--- src/rtl/request_slot_queue.sv ---
// Slot-addressed request store. Pushes take a free slot from an internal free-ID FIFO.
// Pops read a slot by ID and return that ID to the FIFO tail.
module request_slot_queue #(
  parameter int DATA_WIDTH = 64,
  parameter int LSIZE      = 3
) (
  input  logic                  clk,
  input  logic                  resetn,
  input  logic                  push_en_in,
  input  logic [DATA_WIDTH-1:0] push_data_in,
  output logic [LSIZE-1:0]      push_slot_id_out,
  output logic                  push_done_out,
  input  logic                  pop_en_in,
  input  logic [LSIZE-1:0]      pop_slot_id_in,
  output logic [DATA_WIDTH-1:0] pop_data_out,
  input  logic                  initialize,
  output logic                  initialized,
  output logic                  error
);

  localparam int N  = 1 << LSIZE;
  localparam int CW = LSIZE + 1;

  typedef enum logic [1:0] {IDLE, INIT, READY} state_t;

  state_t                state_q, state_d;
  logic [LSIZE-1:0]      init_cnt_q;
  logic [LSIZE-1:0]      head_q, tail_q;
  logic [CW-1:0]         count_q;
  logic [N-1:0]          alloc_q;
  logic [DATA_WIDTH-1:0] mem [N];
  logic [LSIZE-1:0]      free_ids [N];

  logic             init_wr, push_ok, push_fail, pop_ok, pop_fail, pop_rd, illegal;
  logic [LSIZE-1:0] push_id;

  assign push_id     = free_ids[head_q];
  assign initialized = (state_q == READY);

  always_ff @(posedge clk or negedge resetn) begin
    if (!resetn) state_q <= IDLE;
    else         state_q <= state_d;
  end

  // A new initialize overrides everything else in the cycle it is sampled.
  always_comb begin
    state_d   = state_q;
    init_wr   = 1'b0;
    push_ok   = 1'b0;
    push_fail = 1'b0;
    pop_ok    = 1'b0;
    pop_fail  = 1'b0;
    pop_rd    = 1'b0;
    illegal   = 1'b0;
    if (initialize) begin
      state_d = INIT;
    end else begin
      case (state_q)
        INIT: begin
          init_wr = 1'b1;
          illegal = push_en_in | pop_en_in;
          if (init_cnt_q == LSIZE'(N - 1)) state_d = READY;
        end
        READY: begin
          push_ok   = push_en_in && (count_q != '0);
          push_fail = push_en_in && (count_q == '0);
          pop_rd    = pop_en_in;
          pop_ok    = pop_en_in && alloc_q[pop_slot_id_in];
          pop_fail  = pop_en_in && !alloc_q[pop_slot_id_in];
        end
        default: illegal = push_en_in | pop_en_in;
      endcase
    end
  end

  always_ff @(posedge clk or negedge resetn) begin
    if (!resetn) begin
      init_cnt_q       <= '0;
      head_q           <= '0;
      tail_q           <= '0;
      count_q          <= '0;
      alloc_q          <= '0;
      error            <= 1'b0;
      push_done_out    <= 1'b0;
      push_slot_id_out <= '0;
      pop_data_out     <= '0;
    end else begin
      push_done_out <= push_ok;
      if (initialize) begin
        init_cnt_q <= '0;
        head_q     <= '0;
        tail_q     <= '0;
        count_q    <= '0;
        alloc_q    <= '0;
        error      <= 1'b0;
      end else begin
        if (init_wr) init_cnt_q <= init_cnt_q + 1'b1;
        if (init_wr || pop_ok) tail_q <= tail_q + 1'b1;
        if (push_ok) begin
          head_q           <= head_q + 1'b1;
          push_slot_id_out <= push_id;
          alloc_q[push_id] <= 1'b1;
        end
        // Push only takes free IDs, so it never collides with the slot a pop releases.
        if (pop_ok) alloc_q[pop_slot_id_in] <= 1'b0;
        count_q <= count_q + CW'(init_wr | pop_ok) - CW'(push_ok);
        if (pop_rd) pop_data_out <= mem[pop_slot_id_in];
        if (push_fail || pop_fail || illegal) error <= 1'b1;
      end
    end
  end

  always_ff @(posedge clk) begin
    if (push_ok) mem[push_id] <= push_data_in;
    if (init_wr)     free_ids[tail_q] <= init_cnt_q;
    else if (pop_ok) free_ids[tail_q] <= pop_slot_id_in;
  end

endmodule

--- config.mk ---
export PLATFORM = sky130hd
export DESIGN_NAME = request_slot_queue
export DESIGN_NICKNAME = d
export VERILOG_FILES = /design/src/rtl/request_slot_queue.sv
export SDC_FILE = /design/constraint.sdc
export NUM_CORES = 1
export LEC_CHECK = 0
export ABC_AREA = 1
export CAP_MARGIN = 40
export CORE_ASPECT_RATIO = 0.8
export CORE_MARGIN = 10
export CORE_UTILIZATION = 28
export CTS_CLUSTER_DIAMETER = 150
export DETAILED_ROUTE_END_ITERATION = 8
export SYNTH_ARGS = -nofsm -noshare
export SYNTH_HDL_FRONTEND = slang
export SYNTH_SLANG_ARGS = --single-unit
--- constraint.sdc ---
create_clock -name clk -period 8.1 [get_ports clk]
set_input_delay 0.81 -clock clk [delete_from_list [all_inputs] [get_ports clk]]
set_output_delay 0.81 -clock clk [all_outputs]
set_load 0.05 [all_outputs]
==> run summary <==
Cts repair resizes -> 0
FF-to-FF path depth -> 13
Top-count cell post-synth -> edfxtp_1
Place WS -> 3.72 ns
Vias -> 14800
Synthesis-to-layout area growth -> 20.0%
Mux contribution to synthesized area -> 0
DP Wirelength -> 36400 um
Met2 Resource Use GR -> 0.193
Post-synth ARST share -> 0.146
CTS tree -> done
Die width -> 347 um
Antenna Violating Nets Remaining -> 0
DP Area -> 26900 sq um
Hold Vio Cnt, Final -> 0
Final nets -> 2056
Post-Synth XOR/XNOR Area -> 0.000366
Clk buf depth -> 3
Post-DR wirelength/cell -> 19.3 um
Placer Congestion -> 0.790
Clock Latency Late Sink -> 0.61 ns
Hold Path Class -> primary input to async pin
YS warnings -> 0
Max-cap violations -> 0
Cells after Synth -> 1840
Final Util -> 0.340
Remaining Overflow, GRT -> 0
Iteration count of the initial detailed-routing pass -> 6
Fmax -> 259 MHz
Top post-synthesis cells by count -> 536 x edfxtp_1, 278 x nor2_1, 274 x nand2_1
Inserted Clock Buffers -> 55
Largest area contributor in the netlist -> edfxtp_1
M3 GR Usage -> 0.0264
Root Driver -> clkbuf_16
Post-CTS setup buffers -> 0
DRT Wirelength -> 60700 um
Residual DRC -> 0
Synth top area cells -> edfxtp_1 67%, dfrtp_1 9.6%, nor2_1 4.4%, nand2_1 4.3%, o21ai_0 4.1%
Setup crit end kind -> flip-flop
Compound-Gate Fraction of Synth Area -> 0.0805
Setup violators final -> 0
Crit path time final -> 3.85 ns
Vias per cell -> 4.71
Power Dens Cells -> 224 nW/um^2
# hold bufs at CTS -> 0
IO Pins -> 142
Sink Count -> 628
Maximum vdd ir drop -> 0.181 mV
Iter 0 DRT Violations -> 1442
Initial antenna violation count -> 3
Core Footprint -> 84400 sq um
Sequential fraction of the synthesis area -> 0.769
RR Endpoint -> count_q[2]$_DFF_PN0_
First-pass GRT wire length -> 92000 um
RSZ-0062 raised after global routing -> false
GRT busiest layer -> met2
Number of synthesized flops with an enable pin -> 536
Post-route clock period utilization -> 0.476
Clock skew -> 0.0243 ns
Initial Util -> 0.283
Final worst slack -> 4.25 ns
R2R Setup Slk -> 4.95 ns
Startpoint Class -> primary input
# rows -> 95
All-layer global routing usage -> 0.120
Power Total -> 6.44 mW
Largest family of logic cells by synthesized area -> simple AND/OR/NAND/NOR gates
Pin count of the biggest net entering global routing -> 107
Slew @ Worst Pin -> 0.867 ns
Flops & latches, synth -> 628
Simple-gate area share of the yosys netlist -> 0.117
Worst slew margin -> 0.422
Depth of the CTS H-tree -> 2
Post-synth top area share -> 0.673
Status -> complete, no violations
CP Data Required Time -> 8.57 ns
Die area -> 97600 sq um
Syn nets -> 1922
Unique masters post-synth -> 28
Ys flop type -> edfxtp_1
Vias in the first global route -> 14700
Max Slew Vio Count -> 0
Crit-path max FO -> 62
Die Ht -> 281 um
Final instance area -> 28700 sq um
Leakage -> 9.70 nW
GR Util met1 -> 0.167
Post-Syn Area per Cell -> 13.0 sq um
Setup TNS -> 0 ns
Port Buffers -> 141
Reg2reg start -> state_q[0]$_DFFE_PN0P_
Share of layout cells above drive strength 1 -> 0.0683
Mapped cell area -> 23900 sq um
WP data arrival -> 4.32 ns
CP Class -> primary input to flip-flop
Post-Synth Adder-Cell Area -> 0.00554
Clock transition at path regs -> 0.07 ns
[power breakdown]
group,internal [mW],leakage (nW),switching (mW),total [mW]
Sequential,3.52,6.10,0.00619,3.53
Combinational,0.0964,2.73,0.205,0.302
Clock,1.45,0.871,1.16,2.61
[layer usage]
layer	share of wire	up-vias
met5	0.00053	-
li1	-	6887
met3	0.073	70
met2	0.46	498
met1	0.45	7315
met4	0.013	4
[worst max path at each step]
stage                                end  slack (ns)              start  depth (start not counted)
finish              count_q[2]$_DFF_PN0_        4.25  pop_slot_id_in[2]                         18
global route        count_q[2]$_DFF_PN0_        4.04  pop_slot_id_in[2]                         18
CTS                 count_q[2]$_DFF_PN0_        4.33  pop_slot_id_in[2]                         18
detailed placement  count_q[2]$_DFF_PN0_        3.72  pop_slot_id_in[2]                         18
global placement    count_q[2]$_DFF_PN0_        3.56  pop_slot_id_in[2]                         17
floorplan            mem[3][0]$_DFFE_PP_        3.46         initialize                          4
[sequential cells by signal (all words and copies together) (netlist names)]
signal	count
push_slot_id_out	3
init_cnt_q	3
push_done_out	1
pop_data_out	64
error	1
tail_q	3
state_q	2
free_ids	24
mem	512
alloc_q	8
head_q	3
count_q	4
[cell usage in the layout, fill, tap and decap left out, drive strengths merged]
cell type / synthesis / layout
o21ai: 217 / 217
bufinv: 0 / 4
fa: 1 / 1
nand3b: 1 / 1
a211oi: 5 / 5
clkinv: 0 / 20
inv: 58 / 57
a21oi: 35 / 35
nand4: 22 / 22
o21bai: 1 / 1
clkdlybuf4s50: 0 / 139
buf: 42 / 36
diode: 0 / 2
nand3: 102 / 102
o22ai: 49 / 49
edfxtp: 536 / 536
a31oi: 49 / 49
clkinvlp: 0 / 1
a21o: 1 / 1
ha: 9 / 9
dfrtp: 92 / 92
xnor2: 1 / 1
nor2: 284 / 284
nand2: 279 / 279
clkbuf: 56 / 79
[stage by stage]
step	hold slack (ns)	cells
after floorplan	0.466	1840
after global placement	0.466	3014
after detailed placement	0.476	3032
after CTS	0.228	3135
after global routing	0.235	3135
final	0.217	3137
[area by class of cell]
class | count | area, sq um
fill | 8151 | 55700
sequential | 628 | 18400
multi-input combinational | 1056 | 4950
timing repair buffer | 175 | 1950
clock buffer | 79 | 1540
tap | 1115 | 1400
clock inverter | 24 | 241
inverter | 58 | 229
antenna | 2 | 5.00
[worst max-delay path: stages]
cell             delay [ns]
clkdlybuf4s50_1        0.66
nand2_1                0.22
clkinv_2               0.07
buf_4                  0.28
buf_16                 0.33
nand3_1                0.13
nand2_1                0.08
inv_1                  0.07
nand2_4                0.12
nand2_2                0.12
nand2_2                0.16
inv_1                  0.06
ha_1                   0.27
inv_1                  0.05
ha_1                   0.21
fa_1                   0.42
o21ai_0                0.19
a21oi_1                0.06
[kinds of logic after synthesis]
family / Yosys count
xor+xnor: 1
flops: 628
buf+inv: 156
simple gates: 688
fa+ha+maj: 10
compound gates: 357
(Power assumes the default switching activity.)
